## config.mk

```make
export PLATFORM = sky130hd
export DESIGN_NAME = axi_lite_master_arbiter_flat
export DESIGN_NICKNAME = d
export VERILOG_FILES = /design/src/rtl/axi_lite_master_arbiter_pkg.sv /design/src/rtl/axi_lite_master_arbiter_if.sv /design/src/rtl/axi_lite_master_arbiter_rr_arbiter.sv /design/src/rtl/axi_lite_master_arbiter.sv /design/src/flat_wrapper.sv
export SDC_FILE = /design/constraint.sdc
export NUM_CORES = 1
export LEC_CHECK = 0
export CORE_UTILIZATION = 33
export CTS_CLUSTER_DIAMETER = 120
export DETAILED_ROUTE_END_ITERATION = 10
export PLACE_DENSITY = 0.78
export RECOVER_POWER = 50
export REMOVE_ABC_BUFFERS = 1
export SLEW_MARGIN = 20
export SYNTH_ARGS = -nofsm -noshare
export SYNTH_HDL_FRONTEND = slang
export SYNTH_SLANG_ARGS = --single-unit
```

## constraint.sdc

```tcl
create_clock -name clk -period 2 [get_ports clk]
set_clock_uncertainty 0.2 [all_clocks]
set_input_delay 0.4 -clock clk [delete_from_list [all_inputs] [get_ports clk]]
set_output_delay 0.4 -clock clk [all_outputs]
set_load 0.1 [all_outputs]
```

## src/rtl/axi_lite_master_arbiter_pkg.sv

```systemverilog
// Shared AXI-Lite parameters for the SoC master-side blocks.
// Holds the bus widths, response codes, the peripheral base map used by the
// on-chip requesters, and the state encoding of the master arbiter FSM.
package params_pkg;

  localparam int unsigned AXI_ADDR_W = 32;
  localparam int unsigned AXI_DATA_W = 32;
  localparam int unsigned AXI_STRB_W = AXI_DATA_W / 8;

  localparam logic [1:0] AXI_RESP_OKAY   = 2'b00;
  localparam logic [1:0] AXI_RESP_SLVERR = 2'b10;

  // Peripheral map behind the AXI-Lite interconnect.
  localparam logic [AXI_ADDR_W-1:0] UART_BASE  = 32'h4000_0000;
  localparam logic [AXI_ADDR_W-1:0] TIMER_BASE = 32'h4000_1000;
  localparam logic [AXI_ADDR_W-1:0] GPIO_BASE  = 32'h4000_2000;
  localparam logic [AXI_ADDR_W-1:0] REG_DATA   = 32'h0000_0000;

  // Arbiter FSM encoding, kept as fixed constants so the values match the
  // legacy register dumps.
  typedef logic [2:0] arb_state_t;
  localparam arb_state_t ST_IDLE  = 3'd0;
  localparam arb_state_t ST_WRITE = 3'd1;
  localparam arb_state_t ST_WRESP = 3'd2;
  localparam arb_state_t ST_RADDR = 3'd3;
  localparam arb_state_t ST_RDATA = 3'd4;
  localparam arb_state_t ST_RSP   = 3'd5;

endpackage

```

## src/rtl/axi_lite_master_arbiter_if.sv

```systemverilog
// AXI-Lite bus bundle (AW, W, B, AR, R channels).
// master: drives address/data/valids and the B/R readies.
// slave : drives the AW/W/AR readies and the B/R responses.
interface axi_lite_if;
  import params_pkg::*;

  logic [AXI_ADDR_W-1:0] awaddr;
  logic                  awvalid;
  logic                  awready;
  logic [AXI_DATA_W-1:0] wdata;
  logic [AXI_STRB_W-1:0] wstrb;
  logic                  wvalid;
  logic                  wready;
  logic [1:0]            bresp;
  logic                  bvalid;
  logic                  bready;
  logic [AXI_ADDR_W-1:0] araddr;
  logic                  arvalid;
  logic                  arready;
  logic [AXI_DATA_W-1:0] rdata;
  logic [1:0]            rresp;
  logic                  rvalid;
  logic                  rready;

  modport master (
    output awaddr, awvalid, wdata, wstrb, wvalid, bready, araddr, arvalid, rready,
    input  awready, wready, bresp, bvalid, arready, rdata, rresp, rvalid
  );

  modport slave (
    input  awaddr, awvalid, wdata, wstrb, wvalid, bready, araddr, arvalid, rready,
    output awready, wready, bresp, bvalid, arready, rdata, rresp, rvalid
  );

endinterface

```

## src/rtl/axi_lite_master_arbiter_rr_arbiter.sv

```systemverilog
// Round-robin arbiter.
// Ports:
//   clk, reset   : clock, synchronous active-high reset
//   req_i        : request vector
//   advance_i    : commit the current grant as the new last-grant pointer
//   grant_o      : combinational one-hot grant (all zero when no request)
//   grant_idx_o  : binary index of the granted requester
// The search starts one past the last granted index; the pointer resets to
// N-1 so index 0 wins the first arbitration.
module rr_arbiter #(
  parameter  int unsigned N  = 2,
  localparam int unsigned IW = (N > 1) ? $clog2(N) : 1
) (
  input  logic          clk,
  input  logic          reset,
  input  logic [N-1:0]  req_i,
  input  logic          advance_i,
  output logic [N-1:0]  grant_o,
  output logic [IW-1:0] grant_idx_o
);

  logic [IW-1:0] last_q, last_d;
  logic [IW-1:0] idx;
  logic          found;
  int unsigned   cand;

  always_comb begin
    grant_o = '0;
    idx     = '0;
    found   = 1'b0;
    cand    = 0;
    for (int unsigned k = 1; k <= N; k++) begin
      cand = 32'(last_q) + k;
      if (cand >= N) cand = cand - N;
      if (!found && req_i[IW'(cand)]) begin
        found = 1'b1;
        idx   = IW'(cand);
      end
    end
    if (found) grant_o[idx] = 1'b1;
  end

  assign grant_idx_o = idx;

  always_comb begin
    last_d = last_q;
    if (advance_i && found) last_d = idx;
  end

  always_ff @(posedge clk) begin
    if (reset) last_q <= IW'(N - 1);
    else       last_q <= last_d;
  end

endmodule

```

## src/rtl/axi_lite_master_arbiter.sv

```systemverilog
// Shares the single AXI-Lite master port among NUM_REQ requesters. One
// single-beat transaction runs at a time; the issuing requester receives a
// one-cycle rsp_valid pulse with the read data and response code.
// Ports:
//   clk, reset           : clock, synchronous active-high reset
//   req_valid/req_write  : per-requester command valid and direction
//   req_addr/req_wdata   : per-requester command address and write data
//   req_ready            : one-hot accept strobe (combinational)
//   rsp_valid            : one-hot completion pulse
//   rsp_rdata/rsp_resp   : read data (0 for writes) and BRESP/RRESP
//   axi                  : shared AXI-Lite master port
module axi_lite_master_arbiter
  import params_pkg::*;
#(
  parameter int unsigned NUM_REQ = 2
) (
  input  logic                                clk,
  input  logic                                reset,
  input  logic [NUM_REQ-1:0]                  req_valid,
  input  logic [NUM_REQ-1:0]                  req_write,
  input  logic [NUM_REQ-1:0][AXI_ADDR_W-1:0]  req_addr,
  input  logic [NUM_REQ-1:0][AXI_DATA_W-1:0]  req_wdata,
  output logic [NUM_REQ-1:0]                  req_ready,
  output logic [NUM_REQ-1:0]                  rsp_valid,
  output logic [AXI_DATA_W-1:0]               rsp_rdata,
  output logic [1:0]                          rsp_resp,
  axi_lite_if.master                          axi
);

  localparam int unsigned IW = $clog2(NUM_REQ);

  arb_state_t            state_q, state_d;
  logic [AXI_ADDR_W-1:0] addr_q, addr_d;
  logic [AXI_DATA_W-1:0] wdata_q, wdata_d;
  logic                  write_q, write_d;
  logic [IW-1:0]         owner_q, owner_d;
  logic                  aw_done_q, aw_done_d;
  logic                  w_done_q, w_done_d;
  logic                  awvalid_q, awvalid_d;
  logic                  wvalid_q, wvalid_d;
  logic                  arvalid_q, arvalid_d;
  logic                  bready_q, bready_d;
  logic                  rready_q, rready_d;
  logic [NUM_REQ-1:0]    rsp_valid_q, rsp_valid_d;
  logic [AXI_DATA_W-1:0] rsp_rdata_q, rsp_rdata_d;
  logic [1:0]            rsp_resp_q, rsp_resp_d;

  logic [NUM_REQ-1:0]    grant;
  logic [IW-1:0]         grant_idx;
  logic                  accept;
  logic                  aw_hs, w_hs, rsp_fire;

  // Grants are only offered in idle and never while reset is held, so the
  // pointer cannot advance on a command that is about to be discarded.
  assign accept    = (state_q == ST_IDLE) && !reset && (|req_valid);
  assign req_ready = accept ? grant : '0;

  rr_arbiter #(.N(NUM_REQ)) u_rr (
    .clk         (clk),
    .reset       (reset),
    .req_i       (req_valid),
    .advance_i   (accept),
    .grant_o     (grant),
    .grant_idx_o (grant_idx)
  );

  assign aw_hs    = awvalid_q && axi.awready;
  assign w_hs     = wvalid_q && axi.wready;
  // bready/rready are only high in their own states, so a handshake here
  // implies the matching state; stray responses elsewhere are ignored.
  assign rsp_fire = (bready_q && axi.bvalid) || (rready_q && axi.rvalid);

  always_comb begin
    state_d     = state_q;
    addr_d      = addr_q;
    wdata_d     = wdata_q;
    write_d     = write_q;
    owner_d     = owner_q;
    aw_done_d   = aw_done_q;
    w_done_d    = w_done_q;
    awvalid_d   = awvalid_q;
    wvalid_d    = wvalid_q;
    arvalid_d   = arvalid_q;
    bready_d    = bready_q;
    rready_d    = rready_q;
    rsp_valid_d = '0;
    rsp_rdata_d = rsp_rdata_q;
    rsp_resp_d  = rsp_resp_q;

    case (state_q)
      ST_IDLE: begin
        if (accept) begin
          addr_d  = req_addr[grant_idx];
          wdata_d = req_wdata[grant_idx];
          write_d = req_write[grant_idx];
          owner_d = grant_idx;
          if (req_write[grant_idx]) begin
            awvalid_d = 1'b1;
            wvalid_d  = 1'b1;
            aw_done_d = 1'b0;
            w_done_d  = 1'b0;
            state_d   = ST_WRITE;
          end else begin
            arvalid_d = 1'b1;
            state_d   = ST_RADDR;
          end
        end
      end

      ST_WRITE: begin
        if (aw_hs) begin
          awvalid_d = 1'b0;
          aw_done_d = 1'b1;
        end
        if (w_hs) begin
          wvalid_d = 1'b0;
          w_done_d = 1'b1;
        end
        if ((aw_done_q || aw_hs) && (w_done_q || w_hs)) begin
          bready_d = 1'b1;
          state_d  = ST_WRESP;
        end
      end

      ST_RADDR: begin
        if (axi.arready) begin
          arvalid_d = 1'b0;
          rready_d  = 1'b1;
          state_d   = ST_RDATA;
        end
      end

      ST_WRESP, ST_RDATA: begin
        if (rsp_fire) begin
          bready_d             = 1'b0;
          rready_d             = 1'b0;
          rsp_valid_d[owner_q] = 1'b1;
          rsp_rdata_d          = write_q ? '0 : axi.rdata;
          rsp_resp_d           = write_q ? axi.bresp : axi.rresp;
          state_d              = ST_RSP;
        end
      end

      ST_RSP: state_d = ST_IDLE;

      default: state_d = ST_IDLE;
    endcase
  end

  always_ff @(posedge clk) begin
    if (reset) begin
      state_q     <= ST_IDLE;
      addr_q      <= '0;
      wdata_q     <= '0;
      write_q     <= 1'b0;
      owner_q     <= '0;
      aw_done_q   <= 1'b0;
      w_done_q    <= 1'b0;
      awvalid_q   <= 1'b0;
      wvalid_q    <= 1'b0;
      arvalid_q   <= 1'b0;
      bready_q    <= 1'b0;
      rready_q    <= 1'b0;
      rsp_valid_q <= '0;
      rsp_rdata_q <= '0;
      rsp_resp_q  <= '0;
    end else begin
      state_q     <= state_d;
      addr_q      <= addr_d;
      wdata_q     <= wdata_d;
      write_q     <= write_d;
      owner_q     <= owner_d;
      aw_done_q   <= aw_done_d;
      w_done_q    <= w_done_d;
      awvalid_q   <= awvalid_d;
      wvalid_q    <= wvalid_d;
      arvalid_q   <= arvalid_d;
      bready_q    <= bready_d;
      rready_q    <= rready_d;
      rsp_valid_q <= rsp_valid_d;
      rsp_rdata_q <= rsp_rdata_d;
      rsp_resp_q  <= rsp_resp_d;
    end
  end

  assign axi.awaddr  = addr_q;
  assign axi.araddr  = addr_q;
  assign axi.wdata   = wdata_q;
  assign axi.wstrb   = '1;
  assign axi.awvalid = awvalid_q;
  assign axi.wvalid  = wvalid_q;
  assign axi.arvalid = arvalid_q;
  assign axi.bready  = bready_q;
  assign axi.rready  = rready_q;

  assign rsp_valid = rsp_valid_q;
  assign rsp_rdata = rsp_rdata_q;
  assign rsp_resp  = rsp_resp_q;

endmodule

```

## src/flat_wrapper.sv

```systemverilog
// flat-port wrapper written by rule: the top's interface ports become plain ports
module axi_lite_master_arbiter_flat import params_pkg::*;
#(
  parameter int unsigned NUM_REQ = 2
)
  (clk, reset, req_valid, req_write, req_addr, req_wdata, req_ready, rsp_valid, rsp_rdata, rsp_resp, axi_awaddr, axi_awvalid, axi_wdata, axi_wstrb, axi_wvalid, axi_bready, axi_araddr, axi_arvalid, axi_rready, axi_awready, axi_wready, axi_bresp, axi_bvalid, axi_arready, axi_rdata, axi_rresp, axi_rvalid);
  axi_lite_if axi_i ();
  input  logic clk;
  input  logic reset;
  input  logic [NUM_REQ-1:0] req_valid;
  input  logic [NUM_REQ-1:0] req_write;
  input  logic [NUM_REQ-1:0][AXI_ADDR_W-1:0] req_addr;
  input  logic [NUM_REQ-1:0][AXI_DATA_W-1:0] req_wdata;
  output logic [NUM_REQ-1:0] req_ready;
  output logic [NUM_REQ-1:0] rsp_valid;
  output logic [AXI_DATA_W-1:0] rsp_rdata;
  output logic [1:0] rsp_resp;
  output wire logic [$bits(axi_i.awaddr)-1:0] axi_awaddr;
  output wire logic [$bits(axi_i.awvalid)-1:0] axi_awvalid;
  output wire logic [$bits(axi_i.wdata)-1:0] axi_wdata;
  output wire logic [$bits(axi_i.wstrb)-1:0] axi_wstrb;
  output wire logic [$bits(axi_i.wvalid)-1:0] axi_wvalid;
  output wire logic [$bits(axi_i.bready)-1:0] axi_bready;
  output wire logic [$bits(axi_i.araddr)-1:0] axi_araddr;
  output wire logic [$bits(axi_i.arvalid)-1:0] axi_arvalid;
  output wire logic [$bits(axi_i.rready)-1:0] axi_rready;
  input wire logic [$bits(axi_i.awready)-1:0] axi_awready;
  input wire logic [$bits(axi_i.wready)-1:0] axi_wready;
  input wire logic [$bits(axi_i.bresp)-1:0] axi_bresp;
  input wire logic [$bits(axi_i.bvalid)-1:0] axi_bvalid;
  input wire logic [$bits(axi_i.arready)-1:0] axi_arready;
  input wire logic [$bits(axi_i.rdata)-1:0] axi_rdata;
  input wire logic [$bits(axi_i.rresp)-1:0] axi_rresp;
  input wire logic [$bits(axi_i.rvalid)-1:0] axi_rvalid;
  assign axi_awaddr = axi_i.awaddr;
  assign axi_awvalid = axi_i.awvalid;
  assign axi_wdata = axi_i.wdata;
  assign axi_wstrb = axi_i.wstrb;
  assign axi_wvalid = axi_i.wvalid;
  assign axi_bready = axi_i.bready;
  assign axi_araddr = axi_i.araddr;
  assign axi_arvalid = axi_i.arvalid;
  assign axi_rready = axi_i.rready;
  assign axi_i.awready = axi_awready;
  assign axi_i.wready = axi_wready;
  assign axi_i.bresp = axi_bresp;
  assign axi_i.bvalid = axi_bvalid;
  assign axi_i.arready = axi_arready;
  assign axi_i.rdata = axi_rdata;
  assign axi_i.rresp = axi_rresp;
  assign axi_i.rvalid = axi_rvalid;
  axi_lite_master_arbiter #(.NUM_REQ(NUM_REQ)) u_core (.clk(clk), .reset(reset), .req_valid(req_valid), .req_write(req_write), .req_addr(req_addr), .req_wdata(req_wdata), .req_ready(req_ready), .rsp_valid(rsp_valid), .rsp_rdata(rsp_rdata), .rsp_resp(rsp_resp), .axi(axi_i));
endmodule
```

Yosys cells after proc, flatten, opt, wreduce, memory -nomap -nowiden
Index checks and enable logic that the tools add are counted.
- register bits: 113
- word-level logic and storage cells: 125
- add/sub/neg operators: 4
- order comparisons: 8
- equality and inequality tests: 12
- mux-type cells: 51
- bitwise logic cells: 2
- reductions and logical operators: 32
- operators with widths (operator ; count):
    32-bit two-way mux ; 5
    1-bit two-way mux ; 28
    4-bit AND reduction ; 4
    1-bit one-hot mux with 2 select lines ; 7
    3-bit two-way mux ; 4
    3-bit one-hot mux with 4 select lines ; 1
    1-bit logical AND ; 11
    2-bit by 1-bit inequality test with 1-bit output, second input constant ; 5
    1-bit by 2-bit < comparator with 1-bit output, second input constant ; 4
    2-bit two-way mux ; 4
    2-bit nonzero test ; 4
    3-bit by 2-bit == test with 1-bit output, second input constant ; 2
    2-bit inequality test, second input constant ; 3
    3-bit AND reduction ; 2
    2-bit AND reduction ; 2
    2-bit OR reduction ; 2
    1-bit by 2-bit adder with 3-bit output, second input constant ; 1
    3-bit by 1-bit == test with 1-bit output, second input constant ; 1
    3-bit == test, second input constant ; 1
    3-bit by 2-bit >= comparator with 1-bit output, second input constant ; 1
    3-bit zero test ; 1
    1-bit logical OR ; 3
    3-bit OR reduction ; 1
    1-bit by 1-bit adder with 2-bit output, second input constant ; 1
    other kinds (6) ; 11

Logic depth before layout (Yosys ltp)
- depth in word-level cells: 15
- mapped depth: 6
- gate-level depth less buffers: 4

Cells and area by module
A second synthesis with hierarchy kept.
- cell total of the unflattened synthesis: 485
- area total of the unflattened synthesis: 4792.1 um^2
- modules (own cells, without submodules) (module ; instances ; cells each ; area an instance (um^2)):
    axi_lite_master_arbiter ; 1 ; 477 ; 4723.3
    rr_arbiter ; 1 ; 8 ; 68.8

Least setup slack after synthesis
No wires, ideal clock.
- path kind: reg-to-output
- from: register u_core.state_q[0]
- to: output port req_ready[0]
- arrival: 3166 ps
- required time: 1400 ps
- path slack: -1766 ps
- stages on the path, launching flop included: 4
- path through: dfxtp_1 -> clkbuf_1 -> or4_1 -> nor3_1
- longest elaborated chain between the ends: 4
- ends and longest elaborated chain (item ; RTL line ; RTL):
    start, declared ; axi_lite_master_arbiter.sv:32 ; arb_state_t state_q, state_d;
    start signal, assigned ; axi_lite_master_arbiter.sv:168 ; state_q <= state_d;
    3-bit zero test ; axi_lite_master_arbiter.sv:55 ; assign accept = (state_q == ST_IDLE) && !reset && (|req_valid);
    1-bit logical AND (2 in a row) ; axi_lite_master_arbiter.sv:55 ;
    2-bit two-way mux ; axi_lite_master_arbiter.sv:56 ; assign req_ready = accept ? grant : '0;
    end, declared ; flat_wrapper.sv:14 ; output logic [NUM_REQ-1:0] req_ready;
No other way between the ends.

Worst setup path in the final report
- from: register u_core.state_q[2]
- to: output port req_ready[0]
Same word-level chain as after synthesis.

==> summary.md <==
| Metric | Value |
|---|---|
| Port bufs | `between 300 and 400` |
| Worst EP arrival | `about 1700 ps` |
| Die Height | `~120 um` |
| Yosys cell types | `34` |
| Max-Cap Viols | `0` |
| Worst path slowest cell | `or4_4` |
| Crit-path max FO | `3` |
| Post-route ant nets | `0` |
| Mean Syn Cell Area | `9.96 um2` |
| Relative slew slack | `between 50% and 60%` |
| Area share of the largest cell type after synthesis | `46.9%` |
| Tightest Pin Transition | `695 ps` |
| Vias in the first global route | `just over 5k` |
| Max IR drop VDD | `between 0.7 and 0.8 mV` |
| First DRT Iteration DRCs | `between 200 and 250` |
| Async S/R FF share, synth | `0%` |
| # DRC | `0` |
| Unrepaired setup endpoints after global routing | `yes` |
| Initial antenna violation count | `0` |
| Final Core Density | `about three quarters` |
| Final nets | `around 960` |
| Ys Warns | `0` |
| Wirelength per Cell | `approximately 18 um` |
| Final hold vios | `0` |
| Worst setup SP type | `register` |
| Clock tree sinks | `113` |
| Drt first pass iters | `4` |
| Crit Path Class | `reg2out` |
| Cell accounting for the most synthesized area | `dfxtp_1` |
| Tcrit/Tclk final | `116%` |
| Fillers | `approximately 900` |
| Leakage Power | `about 4.2 nW` |
| Post-synthesis sequential area ratio | `roughly 47%` |
| Status | `finished, violations left` |
| #FFs+latches synth | `between 100 and 150` |
| Cell count after synthesis | `485` |
| Grt ovf | `0` |
| Die Area | `around 15000 um2` |
| Slew Viols, Final | `0` |
| Largest stage delay, worst path | `between 500 and 600 ps` |
| Area growth syn-to-layout | `114%` |
| Setup ws final | `-312 ps` |
| Vias/cell | `5.07` |
| Fin Hold WS | `around 170 ps` |
| # diodes | `0` |
| Io pins | `around 320` |
| First-pass GRT wire length | `26.6 mm` |
| Layout cell share with drive strength beyond 1 | `29.2%` |
| Total number of vias | `about 5.0k` |
| Clock transition at path regs | `approximately 50 ps` |
| Starting Density | `~34%` |
| Latest clock arrival within the worst-skew pair | `410 ps` |
| Rows | `43` |
| Fin crit period | `2310 ps` |
| Top Family by Delay on Critical Path | `simple AND/OR/NAND/NOR gates` |
| Most frequent cells in the layout | `clkdlybuf4s50_1, buf_12, dfxtp_1` |
| Largest net degree at the start of global routing | `between 60 and 70` |
| Level count of the clock H-tree | `4` |
| Commonest non-fill, non-tap cell in the layout | `clkdlybuf4s50_1` |
| Critical-path cell list | `or4_4 -> nor3_2 -> buf_4 -> buf_12` |
| Global-route usage over all layers | `a little under a quarter` |
| PD cells | `around 1200 nW/um2` |
| Clock root buffer | `clkbuf_16` |
| Failing checks | `negative setup slack` |
| Synth area leaders | `dfxtp_1, mux2i_1, a211oi_1` |
| Crit. End Element | `output pin` |
| HPWL Detailed | `roughly 14 mm` |
| WL final | `18.1 mm` |
| Final setup vio count | `3` |
| Core area | `roughly 14000 um2` |
| Final Wtd Congestion | `~0.86` |
| Worst Path Buf+Inv | `2` |
| Die X | `roughly 120 um` |
| Leading register cell type out of synthesis | `dfxtp_1` |
| Cell area after synthesis | `between 4000 and 5000 um2` |
| Worst path required time | `~1400 ps` |
| HP Class | `in2reg` |
| Max Freq | `~430 MHz` |
| Worst-case clock buffer depth | `2` |
| Post-synth EDFFs | `0` |
| CTS tree | `built` |
| Clock buffers created by TritonCTS | `17` |
[repair_timing]
| action | 4_1_cts | 5_1_grt |
|---|---|---|
| buffers inserted | 0 | 6 |
| gates resized for setup | 12 | 11 |
| pin swaps | 15 | 2 |
| hold buffers | 0 | 0 |
| endpoints found under the setup margin | 43 | 11 |
[kinds of logic (layout without fill, tap and decap cells)]
logic type / after synthesis / in the layout / share of synthesized area (%)
compound gates: 124 / 124 / 19.5
xor+xnor: 1 / 1 / 0.181
buf+inv: 77 / 391 / 9.67
flops: 113 / 113 / 46.9
mux: 68 / 68 / 14.1
other cells: 1 / 4 / 0.0777
simple gates: 101 / 101 / 9.64
[flip-flops by register name (all words and copies together), names as in the netlist, 2 cells and up]
name,flops
u_core.axi.araddr,32
u_core.axi.wdata,32
u_core.rsp_rdata,32
u_core.rsp_resp,2
u_core.rsp_valid,2
u_core.state_q,3
[final cells by class]
type                       instances  area [um2]  share of cell area (%)
timing repair buffer             358        4940                    47.8
sequential                       113        2270                    22.0
multi-input combinational        298        2170                    21.0
clock buffer                      23         498                    4.82
tap                              180         225                    2.18
clock inverter                     9         223                    2.16
inverter                           1        3.75                  0.0363
[where the power goes]
group / switching (W) / internal [W] / leakage, nW
Clock: 0.00103 / 0.00263 / 0.350
Sequential: 0.000432 / 0.00254 / 0.930
Combinational: 0.00378 / 0.00225 / 2.89
[tightest hold or removal path: cells and delay by family]
family / cells / cell delay, ps
buffers and inverters: 1 / 220
AO/OA/AOI/OAI: 1 / 60
AND/OR/NAND/NOR: 1 / 60
[path summary, 6_finish.rpt]
path                      from                  end  slack (ps)  cells past startpoint
max          u_core.state_q[2]         req_ready[0]        -310                      4
min                      reset   u_core.u_rr.last_q         170                      3
min reg2reg     u_core.owner_q  u_core.rsp_valid[0]         240                      1
max reg2reg  u_core.state_q[0]    u_core.axi.wvalid         -10                      6
[layer usage]
metal | vias up | part of all wire [%] | GRT usage (%)
met2 | 269 | 54 | 44.2
met4 | 0 | 2.9 | 11.1
li1 | 2332 | - | -
met5 | - | 0 | 0
met3 | 43 | 8.9 | 7.93
met1 | 2339 | 34 | 23.7
[cell usage after synthesis (2+ instances only)]
master      n
dfxtp_1   113
nor2_1     73
a211oi_1   68
mux2i_1    68
buf_4      42
a22o_1     32
clkbuf_1   17
buf_2      16
nand2_1     9
a21oi_1     7
o21ai_0     6
nor2b_1     5
nor3_1      4
o21a_1      3
a21boi_0    2
and3_1      2
[stage by stage]
stage	setup slack [ps]	total power [W]	instance area (um2)	instances	TNS [ps]
CTS	-333	0.0127	10200	975	-4730
finish	-312	0.0127	10300	982	-614
floorplan	-9610	0.00648	4380	412	-531460
global route	-355	0.0130	10300	982	-1530
global placement	-575	0.00890	9510	943	-42180
detailed placement	-730	0.00900	9510	943	-51280
(Power assumes the default switching activity.)
